File: src/rtl/cpu_bus_pkg.sv
// Shared types and default geometry for the CPU byte-serial memory bus unit.
package cpu_bus_pkg;

  localparam int unsigned DEF_ADDR_WIDTH  = 24;
  localparam int unsigned DEF_MAX_BYTES   = 3;
  localparam int unsigned DEF_WAIT_STATES = 0;
  localparam int unsigned BANK_BITS       = 16;

  typedef enum logic [1:0] {
    IDLE = 2'd0,
    SLOT = 2'd1,
    DONE = 2'd2
  } state_t;

endpackage

File: src/rtl/cpu_bus_addr_inc.sv
// Next byte address: either linear, or wrapping inside the current 64 KiB bank.
module cpu_bus_addr_inc
  import cpu_bus_pkg::*;
#(
  parameter int unsigned ADDR_WIDTH = DEF_ADDR_WIDTH
) (
  input  logic [ADDR_WIDTH-1:0] addr,
  input  logic                  bank_wrap,
  output logic [ADDR_WIDTH-1:0] next_addr
);

  always_comb begin
    next_addr = addr + ADDR_WIDTH'(1);
    if (bank_wrap) begin
      next_addr = {addr[ADDR_WIDTH-1:BANK_BITS], addr[BANK_BITS-1:0] + BANK_BITS'(1)};
    end
  end

endmodule

File: src/rtl/cpu_bus_unit.sv
// Splits a multi-byte CPU request into byte slots on an 8-bit memory bus and
// returns a fixed-latency completion pulse with assembled little-endian read data.
module cpu_bus_unit
  import cpu_bus_pkg::*;
#(
  parameter int unsigned ADDR_WIDTH  = DEF_ADDR_WIDTH,
  parameter int unsigned MAX_BYTES   = DEF_MAX_BYTES,
  parameter int unsigned WAIT_STATES = DEF_WAIT_STATES
) (
  input  logic                           clk,
  input  logic                           rst,
  input  logic                           req_valid,
  output logic                           req_ready,
  input  logic                           req_write,
  input  logic [ADDR_WIDTH-1:0]          req_addr,
  input  logic [$clog2(MAX_BYTES+1)-1:0] req_len,
  input  logic                           req_bank_wrap,
  input  logic [8*MAX_BYTES-1:0]         req_wdata,
  output logic                           rsp_valid,
  output logic [8*MAX_BYTES-1:0]         rsp_rdata,
  output logic                           mem_en,
  output logic                           mem_we,
  output logic [ADDR_WIDTH-1:0]          mem_addr,
  output logic [7:0]                     mem_wdata,
  input  logic [7:0]                     mem_rdata
);

  localparam int unsigned LEN_W  = $clog2(MAX_BYTES + 1);
  localparam int unsigned DATA_W = 8 * MAX_BYTES;
  localparam int unsigned WAIT_W = (WAIT_STATES > 0) ? $clog2(WAIT_STATES + 1) : 1;

  state_t              state_q, state_d;
  logic [ADDR_WIDTH-1:0] addr_q, addr_d, addr_next;
  logic [LEN_W-1:0]    idx_q, idx_d, last_q, last_d, cap_idx_q, cap_idx_d, len_eff;
  logic [WAIT_W-1:0]   wait_q, wait_d;
  logic                write_q, write_d, wrap_q, wrap_d, cap_q, cap_d, slot_end;
  logic [DATA_W-1:0]   wdata_q, wdata_d, rdata_q, rdata_d;

  cpu_bus_addr_inc #(.ADDR_WIDTH(ADDR_WIDTH)) u_addr_inc (
    .addr      (addr_q),
    .bank_wrap (wrap_q),
    .next_addr (addr_next)
  );

  always_ff @(posedge clk or posedge rst) begin
    if (rst) begin
      state_q   <= IDLE;
      addr_q    <= '0;
      idx_q     <= '0;
      last_q    <= '0;
      wait_q    <= '0;
      write_q   <= 1'b0;
      wrap_q    <= 1'b0;
      wdata_q   <= '0;
      rdata_q   <= '0;
      cap_q     <= 1'b0;
      cap_idx_q <= '0;
    end else begin
      state_q   <= state_d;
      addr_q    <= addr_d;
      idx_q     <= idx_d;
      last_q    <= last_d;
      wait_q    <= wait_d;
      write_q   <= write_d;
      wrap_q    <= wrap_d;
      wdata_q   <= wdata_d;
      rdata_q   <= rdata_d;
      cap_q     <= cap_d;
      cap_idx_q <= cap_idx_d;
    end
  end

  always_comb begin
    state_d   = state_q;
    addr_d    = addr_q;
    idx_d     = idx_q;
    last_d    = last_q;
    wait_d    = wait_q;
    write_d   = write_q;
    wrap_d    = wrap_q;
    wdata_d   = wdata_q;
    rdata_d   = rdata_q;
    cap_d     = 1'b0;
    cap_idx_d = cap_idx_q;

    req_ready = (state_q == IDLE);
    rsp_valid = (state_q == DONE);
    mem_en    = (state_q == SLOT);
    mem_we    = (state_q == SLOT) && write_q;
    mem_addr  = (state_q == SLOT) ? addr_q : '0;
    mem_wdata = '0;
    rsp_rdata = rdata_q;

    slot_end = (32'(wait_q) == WAIT_STATES);

    if (req_len == '0)                 len_eff = LEN_W'(1);
    else if (32'(req_len) > MAX_BYTES) len_eff = LEN_W'(MAX_BYTES);
    else                               len_eff = req_len;

    // Read byte k arrives the cycle after slot k ends; the final byte is
    // forwarded straight to rsp_rdata during DONE so the fixed latency holds.
    for (int k = 0; k < int'(MAX_BYTES); k++) begin
      if (cap_q && !write_q && cap_idx_q == LEN_W'(k)) begin
        rdata_d[8*k +: 8] = mem_rdata;
        if (state_q == DONE) rsp_rdata[8*k +: 8] = mem_rdata;
      end
      if (state_q == SLOT && idx_q == LEN_W'(k)) mem_wdata = wdata_q[8*k +: 8];
    end

    case (state_q)
      IDLE: begin
        if (req_valid) begin
          state_d = SLOT;
          addr_d  = req_addr;
          idx_d   = '0;
          last_d  = len_eff - LEN_W'(1);
          wait_d  = '0;
          write_d = req_write;
          wrap_d  = req_bank_wrap;
          wdata_d = req_wdata;
          rdata_d = '0;
        end
      end
      SLOT: begin
        if (slot_end) begin
          cap_d     = 1'b1;
          cap_idx_d = idx_q;
          wait_d    = '0;
          if (idx_q == last_q) begin
            state_d = DONE;
          end else begin
            idx_d  = idx_q + LEN_W'(1);
            addr_d = addr_next;
          end
        end else begin
          wait_d = wait_q + WAIT_W'(1);
        end
      end
      DONE:    state_d = IDLE;
      default: state_d = IDLE;
    endcase
  end

endmodule

File: config.mk
export PLATFORM = sky130hd
export DESIGN_NAME = cpu_bus_unit
export DESIGN_NICKNAME = d
export VERILOG_FILES = /design/src/rtl/cpu_bus_pkg.sv /design/src/rtl/cpu_bus_addr_inc.sv /design/src/rtl/cpu_bus_unit.sv
export SDC_FILE = /design/constraint.sdc
export NUM_CORES = 1
export LEC_CHECK = 0
export ABC_AREA = 1
export CORE_ASPECT_RATIO = 0.8
export CORE_MARGIN = 4
export CORE_UTILIZATION = 45
export CTS_CLUSTER_DIAMETER = 60
export CTS_CLUSTER_SIZE = 28
export DETAILED_ROUTE_END_ITERATION = 12
export PLACE_DENSITY = 0.88
export SYNTH_ARGS = -nofsm -noshare
export SYNTH_HDL_FRONTEND = slang
export SYNTH_HIERARCHICAL = 1
export SYNTH_SLANG_ARGS = --single-unit
File: constraint.sdc
create_clock -name clk -period 2.7 [get_ports clk]
set_clock_uncertainty 0.1 [all_clocks]
set_input_delay 0.54 -clock clk [delete_from_list [all_inputs] [get_ports clk]]
set_output_delay 0.54 -clock clk [all_outputs]
set_load 0.02 [all_outputs]
# [Word-level counts from Yosys, hierarchy flattened]
# Cells that the tools add are included.
[word_totals] ramBits=0 latchBits=0 n_memories=0 ff_bits=84 elab_cells=84 rom_bits=0 output_inout_bits=60 in_bits=63
[classes] magnitude_cmp=0 eq_ne=12 muxes=34 addsub=5 mul=0 bitwise=1 div=0 reduce_logical=20 shift=0
[ops] operator="2-to-1 mux 24 bit" count=7
[ops] operator="2-to-1 mux 8 bit" count=12
[ops] operator="one-hot mux 24 bit (2 select lines)" count=1
[ops] operator="adder 24 x 1 -> 24 bit, second input constant" count=1
[ops] operator="adder 16 x 1 -> 16 bit, second input constant" count=1
[ops] operator="2-to-1 mux 2 bit" count=7
[ops] operator="logical AND 1 bit" count=8
[ops] operator="zero test 2 bit" count=4
[ops] operator="inequality test 2 bit, second input constant" count=4
[ops] operator="one-hot mux 2 bit (2 select lines)" count=2
[ops] operator="equality test 2 x 1 -> 1 bit, second input constant" count=3
[ops] operator="equality test 2 bit, second input constant" count=3
[ops] operator="AND reduction 2 bit" count=3
[ops] operator="AND reduction 5 bit" count=1
[ops] operator="2-to-1 mux 1 bit" count=4
[ops] operator="AND reduction 4 bit" count=1
[ops] operator="AND reduction 3 bit" count=1
[ops] operator="adder 2 x 1 -> 2 bit, second input constant" count=1
[ops] operator="equality test 2 bit" count=1
[ops] operator="inequality test 2 x 1 -> 1 bit, second input constant" count=1
[ops] operator="one-hot mux 1 bit (2 select lines)" count=1
[ops] operator="nonzero test 2 bit" count=1
[ops] operator="subtractor 2 x 1 -> 2 bit, second input constant" count=1
[ops] operator="adder 1 bit, second input constant" count=1
[ops] operator="other kinds (2)" count=2

# [Longest topological paths before layout]
# Gate-level depths: netlist of run 1.
[logic_depth] word_depth=6 depth_mapped=12 ltp_nobuf=12

# [Hierarchy]
# Netlist of run 1, hierarchy kept.
[by_module_without_submodules] mod="cpu_bus_unit" seq_area_each_um2=2077.0 area_per_inst_um2=4332.9 cells_each=621 instances=1
[by_module_without_submodules] mod="cpu_bus_addr_inc" seq_area_each_um2=0.0 area_per_inst_um2=626.9 cells_each=109 instances=1

# [Least setup slack after synthesis of run 1]
# Ideal clock, no wire load.
[synth_timing] path_kind="register to output" from="register idx_q[1]" to="output mem_wdata[0]" path_stages_with_launch=7 slack_ps=425 arrival_ps=1635 required_ps=2060 path_buffers=0 path_cell_list="dfrtp_1 > inv_1 > ha_1 > clkinv_1 > nor2_1 > nand2_1 > a31oi_1"
[synth_via] elab_chain_cells=5 word_cells_on_any_way=9 cone_classes="eq/ne (2); mux (3); reduce/logical (4)"
[synth_lines] element="start, declared" line="cpu_bus_unit.sv:34" text="logic [LEN_W-1:0] idx_q, idx_d, last_q, last_d, cap_idx_q, cap_idx_d, len_eff;"
[synth_lines] element="start signal, assigned" line="cpu_bus_unit.sv:61" text="idx_q <= idx_d;"
[synth_lines] element="zero test 2 bit" line="cpu_bus_unit.sv:107" text="if (state_q == SLOT && idx_q == LEN_W'(k)) mem_wdata = wdata_q[8*k +: 8];"
[synth_lines] element="logical AND 1 bit" line="cpu_bus_unit.sv:107"
[synth_lines] element="2-to-1 mux 8 bit (2 in a row)" line="cpu_bus_unit.sv:107"
[synth_lines] element="2-to-1 mux 8 bit *" line="cpu_bus_unit.sv:107"
[synth_lines] element="end, declared" line="cpu_bus_unit.sv:24" text="output logic [7:0] mem_wdata,"
# Mark *: on every way between the ends. The rest lies on a longest branch, timed or not.

# [Final worst setup path of run 1]
[layout_timing] from="register state_q[1]" to="output mem_addr[3]"
[layout_via] elab_chain_cells=2
[layout_lines] element="start, declared" line="cpu_bus_unit.sv:32" text="state_t state_q, state_d;"
[layout_lines] element="start signal, assigned" line="cpu_bus_unit.sv:59" text="state_q <= state_d;"
[layout_lines] element="equality test 2 x 1 -> 1 bit" line="cpu_bus_unit.sv:90" text="mem_addr = (state_q == SLOT) ? addr_q : '0;"
[layout_lines] element="2-to-1 mux 24 bit" line="cpu_bus_unit.sv:90"
[layout_lines] element="end, declared" line="cpu_bus_unit.sv:23" text="output logic [ADDR_WIDTH-1:0] mem_addr,"
# No other way between the ends.

==> results of run 1 <==
==> state kept, by name, summed over array words and instances, names as in the netlist, 2 cells and up <==
register / cells
state_q: 2
cap_idx_q: 2
last_q: 2
rdata_q: 24
idx_q: 2
wdata_q: 24
addr_q: 24
==> metal layers <==
layer	global-route usage [%]	part of all wire [%]	vias up
li1	-	-	2498
met3	5.02	7.3	12
met1	29.7	47	2249
met2	32.8	45	179
met4	3.92	0.76	0
met5	0	0	-
==> layout by cell type, fill, tap and decap left out, drive strengths merged <==
cell type	instances
a21oi	8
a31oi	8
buf	22
clkbuf	20
clkdlybuf4s50	87
clkinv	4
clkinvlp	2
dfrtp	83
dlygate4sd2	24
dlymetal6s2s	3
ha	4
inv	60
nand2	336
nand3	47
nand3b	5
nand4	2
nor2	89
nor3	5
o21ai	37
xnor2	6
xor2	10
==> per-stage QoR <==
stage	instances	total power [mW]
after floorplan	730	4.77
after global placement	984	6.10
after detailed placement	984	6.22
after CTS	1002	7.30
after global routing	1002	7.81
final	1002	7.23
==> worst paths after layout <==
check | to | cells past startpoint
max | mem_addr[3] | 5
max in group asynchronous | rdata_q[12] | 3
min reg2reg | wdata_q[18] | 2
min in group asynchronous | wdata_q[9] | 2
max reg2reg | addr_q[20] | 8
min | wdata_q[18] | 2
==> area by class of cell <==
type | instances | share of cell area, %
clock buffer | 12 | 4.00
clock inverter | 4 | 0.507
inverter | 62 | 3.55
multi-input combinational | 557 | 37.8
sequential | 83 | 31.1
tap | 140 | 2.63
timing repair buffer | 144 | 20.4
==> cell families (layout without fill, tap and decap cells) <==
family / after synthesis / count (layout)
AOI/OAI and AO/OA: 53 / 53
xor gates and xnor gates: 16 / 16
adders and majority gates: 4 / 4
buffers and inverters: 90 / 222
DFF: 83 / 83
and+or+nand+nor: 484 / 484
==> worst reg2reg max path, cell delays in order (launching register included) <==
cell and delay [ps]:
dfrtp_1 400, inv_2 110, nand2_4 120, inv_2 140, buf_4 310, nand2_2 430, nand2_4 410, nand2_1 110
nand2_1 70
==> power groups by stage <==
stage | combinational, mW | clock (mW) | sequential (mW)
floorplan | 2.60 | 0 | 2.16
global placement | 3.82 | 0 | 2.28
detailed placement | 3.92 | 0 | 2.30
CTS | 3.78 | 1.23 | 2.29
global route | 4.18 | 1.26 | 2.37
finish | 3.73 | 1.20 | 2.30
==> timing repair <==
| item | 4_1_cts | 5_1_grt |
|---|---|---|
| endpoints found under the setup margin | 32 | 11 |
| buffers inserted | 2 | 0 |
| pin swaps | 1 | 0 |
| gates resized for setup | 34 | 27 |
==> flow_summary.yaml, run 1 <==
status:
  status: "finished clean"
global_route:
  grt_pass1_wl_um: 21900
  grt_max_degree: 45
  grt_usage_pct: 20.8
  grt_remaining_overflow: 0
  grt_pass1_vias: 4567
  grt_antenna_before_repair: 0
worst_setup_path:
  startpoint: "state_q[1]"
  path_class: "flop to output pin"
  cp_top_family: "buffers and inverters"
  arrival_ps: 1970
  rrSetupSlack_ps: 460
  max_stage_delay_ps: 610
  path_max_fanout: 34
  r2r_start: "state_q[1]"
  worstPathRequired_ps: 2060
  cp_slowest_cell: "clkdlybuf4s50_1"
  crit_chain: "inv_2, nand2_4, buf_4, nor2_1, clkdlybuf4s50_1"
  start_kind: "flop"
  cp-end-kind: "output pin"
  crit_buf_inv: 3
floorplan:
  die_x_um: 125
  start_util_pct: 47.3
  core_mm2: 0.0105
  fp.dieArea_mm2: 0.0128
  die_height_um: 102
  io-pin-count: 123
  rows: 33
clocking:
  clkTransAtPathRegs_ps: 60
  cts_tree: "yes"
  cts_hold_buf: 0
  clock-sinks: 83
  h-tree-depth: 3
  clockBufferDepth: 2
  numCtsBuffers: 9
  clk_latency_ps: 330
  cts_root_buf: "clkbuf_16"
sta:
  holdWs_ps: 385
  tightest_slew_ps: 572
  grt_setup_unrepaired: "no"
  relSlewSlack_pct: 61.8
  finalSetupTns_ps: 0
  fin_crit_ps: 2610
  drv_slew: 0
  fin_crit_sh_pct: 96.5
  finalHoldViolCount: 0
  timing.fmax_mhz: 384
  setup_viol: 0
  setup_ws_ps: 94.7
routing:
  drc: 0
  routed_wl_um: 13200
  drt_iter0_drc: 436
  firstDrtPassIters: 5
  num_vias: 4938
  avgRoutedWirePerCell_um: 13.2
  ant_nets: 0
  viasPerCell: 4.93
synth:
  synth.area.top_cells: "dfrtp_1, nand2_1, nor2_1"
  synthMuxAreaShare_pct: 0
  synth_top_family_by_area: "simple AND/OR/NAND/NOR gates"
  syn_inst: 730
  synth_area_mm2: 0.00496
  synthAdderAreaFrac_pct: 1.01
  synth-edff-count: 0
  synth_top_cell_area_share_pct: 41.9
  yosysTopAreaCell: "dfrtp_1"
  ys_ff_latch: 83
  synth_compound_area_share_pct: 5.55
  synth-simple-area-share_pct: 41.2
  synth_commonest_cells: "nand2_1, dfrtp_1, nor2_1, inv_1, nand3_1"
  synth_nets: 797
  ys_warn_count: 6
  yosysUniqueCellTypes: 26
  yosysSeqAreaShare_pct: 41.9
  avgSynthCellArea_um2: 6.79
  synth_flop_cell: "dfrtp_1"
  synthArstFlopShare_pct: 100
  yosysMostFrequentCell: "nand2_1"
  synth-xor-area-share_pct: 2.83
power:
  leakage_nw: 3.51
  sw_frac_of_total_pct: 45.9
  p_int_mw: 3.91
  combPwrFrac_pct: 51.7
  power_frac_clock_pct: 16.6
  max-vdd-ir-drop_mv: 0.669
  cellPowerDensity_mw_per_mm2: 1080
  p_switching_mw: 3.32
  pwr-share-seq_pct: 31.8
placed_design:
  dpl-instance-area_mm2: 0.00639
  place_congestion: 0.854
  portBuffers: 122
  dp_slack_ps: 68.2
  hpwlAfterDp_um: 9490
finish:
  register_area_mm2: 0.00208
  multi_input_area_mm2: 0.00252
  nFillCells: 937
  drive_gt1_share_pct: 8.93
  area_growth_pct: 34.5
  design_area_mm2: 0.00667
  nets: 924
  diodes: 0
  post-route-util_pct: 63.6
hold_path:
  hp-start: "wdata_q[18]"
  hold_path_class: "flop to flop"
flow_run:
  maxCapViolCount: 0
Power figures use the tool's default switching activity.
==> run 2, diff against run 1 <==
--- a/config.mk
+++ b/config.mk
@@ -6,8 +6,6 @@
 export NUM_CORES = 1
 export LEC_CHECK = 0
 export ABC_AREA = 1
-export CORE_ASPECT_RATIO = 0.8
-export CORE_MARGIN = 4
 export CORE_UTILIZATION = 45
 export CTS_CLUSTER_DIAMETER = 60
 export CTS_CLUSTER_SIZE = 28
==> run 2 against run 1 <==
  * Worst setup slack better by 25 ps
  * Sequential share of layout area up 0.23 points
  * Design area down 0.73%
  * Critical path type unchanged
==> flow_summary.yaml, run 2 (synthesis results as in run 1) <==
floorplan:
  io-pin-count: 123
  core_mm2: 0.0105
  start_util_pct: 47.2
  die_height_um: 107
  fp.dieArea_mm2: 0.0114
  rows: 37
  die_x_um: 107
routing:
  num_vias: 4967
  viasPerCell: 4.99
  drt_iter0_drc: 266
  firstDrtPassIters: 5
  avgRoutedWirePerCell_um: 13.2
  drc: 0
  ant_nets: 0
  routed_wl_um: 13100
sta:
  drv_slew: 0
  tightest_slew_ps: 666
  timing.fmax_mhz: 388
  setup_viol: 0
  relSlewSlack_pct: 55.5
  holdWs_ps: 387
  finalSetupTns_ps: 0
  grt_setup_unrepaired: "no"
  finalHoldViolCount: 0
  fin_crit_sh_pct: 95.6
  fin_crit_ps: 2580
clocking:
  clock-sinks: 83
  cts_tree: "yes"
  cts_root_buf: "clkbuf_8"
  cts_hold_buf: 0
  clockBufferDepth: 2
  h-tree-depth: 3
  clk_latency_ps: 350
  numCtsBuffers: 9
  clkTransAtPathRegs_ps: 90
worst_setup_path:
  cp_common_cell: "nand2_1"
  path_max_fanout: 14
  arrival_ps: 1940
  worst_r2r_path_depth: 8
  cp-end-kind: "output pin"
  max_stage_delay_ps: 380
  path_class: "flop to output pin"
  start_kind: "flop"
  worstPathRequired_ps: 2060
  crit_chain: "inv_1, nand2_1, inv_2, nand3_1, buf_4, o21ai_0, nand2_1, dlygate4sd2_1"
  cp_slowest_cell: "dfrtp_1"
global_route:
  grt_antenna_before_repair: 0
  grt_pass1_wl_um: 21500
  grt_max_degree: 71
  grt_usage_pct: 23.6
  grt_remaining_overflow: 0
  grt_pass1_vias: 4645
hold_path:
  hold-path-cell-count: 2
  hold_path_class: "flop to flop"
placed_design:
  hpwlAfterDp_um: 9120
  placed_cells_incl_taps: 979
  dpl-instance-area_mm2: 0.00641
  place_congestion: 0.868
  portBuffers: 122
status:
  status: "finished clean"
finish:
  diodes: 0
  nets: 922
  design_area_mm2: 0.00662
  finalNonFillerCells: 996
  nFillCells: 949
  top_regs: "addr_q: 24 flops, rdata_q: 24 flops, wdata_q: 24 flops"
  drive_gt1_share_pct: 8.72
  final_common_cell: "nand2_1"
  area_growth_pct: 33.5
  layout_common_cells: "nand2_1, dfrtp_1, nor2_1"
power:
  leakage_nw: 3.82
  cellPowerDensity_mw_per_mm2: 1050
  max-vdd-ir-drop_mv: 0.940
  totalPowerFinal_mw: 6.93
flow_run:
  maxCapViolCount: 0
==> run 2: cell count changes in the layout (fill, tap and decap cells not counted), sizes merged <==
| cell | change |
|---|---|
| clkbuf | -3 |
| clkinvlp | -1 |
| dlymetal6s2s | +21 |
| clkdlybuf4s50 | -22 |
| dlygate4sd2 | +1 |
| clkinv | -1 |
| buf | -2 |
| inv | +5 |
==> run 2: metal layers <==
metal | vias up | track usage, % | part of all wire [%]
li1 | 2493 | - | -
met1 | 2277 | 32.0 | 45
met2 | 179 | 39.3 | 48
met3 | 18 | 3.04 | 5.7
met4 | 0 | 7.34 | 1.9
met5 | - | 0 | 0
==> run 2: where the power goes <==
part	switching (mW)	internal [mW]	total, mW
Sequential	0.486	1.81	2.30
Clock	0.532	0.370	0.903
Combinational	2.36	1.37	3.73
==> run 2: path summary, 6_finish.rpt <==
path                             startpoint       endpoint  slack, ps
worst max-delay path                write_q  rsp_rdata[18]        120
worst min-delay path            wdata_q[14]    wdata_q[14]        390
worst max register to register   state_q[1]     addr_q[17]        440
worst min register to register  wdata_q[14]    wdata_q[14]        390
max in group asynchronous               rst     addr_q[23]       1400
min in group asynchronous               rst    wdata_q[22]        510
==> run 2: area by class of cell <==
cell class              instances  area (um2)  area share, %
multi-input cells             557        2510           38.0
flip-flops and latches         83        2080           31.4
repair buffers                142        1420           21.5
inverters                      62         236           3.57
well taps                     136         170           2.57
clock buffers                   9         124           1.87
clock inverters                 7        76.3           1.15
==> run 2: repair_timing <==
| action | in CTS | in global routing |
|---|---|---|
| gates resized for setup | 34 | 48 |
| endpoints found under the setup margin | 33 | 32 |
| pin swaps | 1 | 0 |
| buffers inserted | 1 | 0 |
| cloned | 0 | 0 |
==> run 2: critical path: cells and delay by family, from the launching register on <==
kind	cells	cell delay, ps
flip-flops	1	380
buffers and inverters	4	710
AND/OR/NAND/NOR	3	300
AO/OA/AOI/OAI	1	210
==> run 2: metrics by stage <==
step	setup WS, ps	util, %
final	120	63.0
after global routing	25.2	63.0
after CTS	16.9	62.7
after detailed placement	72.1	61.0
after global placement	89.9	61.0
after floorplan	425	-
==> run 3, diff against run 2 <==
--- a/config.mk
+++ b/config.mk
@@ -10,6 +10,7 @@
 export CTS_CLUSTER_DIAMETER = 60
 export CTS_CLUSTER_SIZE = 28
 export DETAILED_ROUTE_END_ITERATION = 12
+export GPL_TIMING_DRIVEN = 0
 export PLACE_DENSITY = 0.88
 export SYNTH_ARGS = -nofsm -noshare
 export SYNTH_HDL_FRONTEND = slang
==> run 3 against run 2 <==
  * Final cell count increased by 1.3%
  * Largest power group unchanged
  * Fmax fell by 2.6%
  * Worst setup slack got worse by 68 ps
  * Hold slack improved by 2.4 ps
  * Via count is essentially flat
  * Highest routed layer unchanged
  * Non-clock buffer count rose by 13
  * Critical path depth down 1
  * Register-to-register slack improved by 450 ps
==> flow_summary.yaml, run 3 (synthesis results as in run 1) <==
power:
  cellPowerDensity_mw_per_mm2: 1060
  power_frac_clock_pct: 12.5
  pwr-share-seq_pct: 32.8
  combPwrFrac_pct: 54.7
  p_int_mw: 3.54
  leakage_nw: 3.49
  p_switching_mw: 3.46
  sw_frac_of_total_pct: 49.4
  max-vdd-ir-drop_mv: 0.540
finish:
  layout_common_cells: "nand2_1, dfrtp_1, nor2_1"
  final_common_cell: "nand2_1"
  diodes: 0
  finalNonFillerCells: 1009
  nets: 935
  design_area_mm2: 0.00658
  drive_gt1_share_pct: 11.0
  top_regs: "addr_q: 24 flops, rdata_q: 24 flops, wdata_q: 24 flops"
  area_growth_pct: 32.6
  nFillCells: 984
global_route:
  grt_pass1_wl_um: 22700
  grt_usage_pct: 25.0
  grt_antenna_before_repair: 0
  grt_max_degree: 31
  grt_remaining_overflow: 0
  grt_pass1_vias: 4832
sta:
  setup_viol: 0
  drv_slew: 0
  fin_crit_ps: 2650
  holdWs_ps: 389
  relSlewSlack_pct: 58.6
  finalHoldViolCount: 0
  timing.fmax_mhz: 378
  finalSetupTns_ps: 0
  grt_setup_unrepaired: "yes"
  fin_crit_sh_pct: 98.1
  tightest_slew_ps: 619
worst_setup_path:
  crit_chain: "inv_2, nand2_2, buf_4, buf_4, clkbuf_4, nor2_1, dlygate4sd2_1"
  cp_common_cell: "buf_4"
  cp-end-kind: "output pin"
  rrSetupSlack_ps: 890
  r2r_start: "addr_q[1]"
  start_kind: "flop"
  crit_buf_inv: 5
  worstPathRequired_ps: 2060
  cp_top_family: "buffers and inverters"
  crit_path_end: "mem_addr[19]"
  arrival_ps: 2010
  reg2reg_to: "addr_q[22]"
  startpoint: "state_q[1]"
  path_max_fanout: 10
  worst_r2r_path_depth: 12
  crit_cells: 7
  max_stage_delay_ps: 400
  path_class: "flop to output pin"
  cp_slowest_cell: "dfrtp_1"
floorplan:
  rows: 37
  die_height_um: 107
  die_x_um: 107
  fp.dieArea_mm2: 0.0114
  start_util_pct: 47.2
  core_mm2: 0.0105
  io-pin-count: 123
routing:
  viasPerCell: 4.93
  num_vias: 4971
  avgRoutedWirePerCell_um: 13.3
  drc: 0
  drt_iter0_drc: 337
  routed_wl_um: 13400
  firstDrtPassIters: 7
  ant_nets: 0
status:
  status: "finished clean"
clocking:
  clkTransAtPathRegs_ps: 100
  cts_tree: "yes"
  clock-sinks: 83
  h-tree-depth: 3
  clockBufferDepth: 2
  clk_latency_ps: 360
  cts_root_buf: "clkbuf_8"
  numCtsBuffers: 9
placed_design:
  portBuffers: 122
  hpwlAfterDp_um: 9930
  placed_cells_incl_taps: 990
  place_congestion: 0.861
  dpl-instance-area_mm2: 0.00639
hold_path:
  hp-start: "wdata_q[10]"
  hold_path_class: "flop to flop"
flow_run:
  maxCapViolCount: 0
run 3: cell types whose count changed in the layout (fill, tap and decap cells not counted), moves of 4 or more:
cell             delta
dlygate4sd2_1       +7
buf_2              +17
dlymetal6s2s_1     -24
o21ai_0             -4
o21ai_1             +4
buf_4               -5
clkdlybuf4s15_1    +13
run 3: what timing repair did:
action                                  4_1_cts  5_1_grt
cloned                                        0        0
hold buffers                                  0        0
endpoints found under the hold margin         0        0
endpoints found under the setup margin       57       52
gates resized for setup                      81       58
setup buffers                                 2        2
pin swaps                                     2        1
run 3: tightest hold or removal path: stages (launching register included):
cell,delay (ps)
dfrtp_1,350
nand2_1,50
nand2_1,60
run 3: how the worst min path moves through the flow:
stage | depth (start not counted) | endpoint
after floorplan | 2 | wdata_q[10]
after global placement | 2 | wdata_q[13]
after detailed placement | 2 | wdata_q[16]
after CTS | 2 | wdata_q[11]
after global routing | 2 | wdata_q[16]
final | 2 | wdata_q[10]
run 3: stage by stage:
step / power, mW / utilization (%) / worst slack (ps)
after floorplan: 4.77 / - / 425
after global placement: 6.15 / 60.5 / -244
after detailed placement: 6.28 / 60.9 / -271
after CTS: 6.96 / 62.6 / 0.743
after global routing: 7.59 / 62.6 / -18.7
final: 7.00 / 62.6 / 52.0
run 3: area by class of cell:
class | count | area (um2) | area share (%)
tap | 136 | 170 | 2.59
clock buffer | 9 | 124 | 1.88
multi-input combinational | 557 | 2570 | 39.0
buffer | 27 | 154 | 2.34
sequential | 83 | 2080 | 31.6
timing repair buffer | 128 | 1190 | 18.0
inverter | 62 | 239 | 3.63
clock inverter | 7 | 62.6 | 0.951
run 3: power by group through the flow:
| stage | Sequential [mW] | Clock (mW) | Combinational [mW] |
|---|---|---|---|
| 2_1_floorplan | 2.16 | 0 | 2.60 |
| 4_1_cts | 2.28 | 0.890 | 3.79 |
| 5_1_grt | 2.37 | 0.934 | 4.29 |
| 3_5_place_dp | 2.30 | 0 | 3.98 |
| 3_3_place_gp | 2.28 | 0 | 3.88 |
| 6_report | 2.30 | 0.874 | 3.83 |
run 3: per-layer routing:
| metal | GRT usage [%] | up-vias | routed length (um) | share of wire (%) |
|---|---|---|---|---|
| li1 | - | 2528 | - | - |
| met2 | 42.6 | 137 | 6510 | 48 |
| met1 | 33.5 | 2290 | 6120 | 46 |
| met4 | 7.05 | 0 | 167 | 1.2 |
| met3 | 2.98 | 16 | 640 | 4.8 |
| met5 | 0 | - | 0 | 0 |
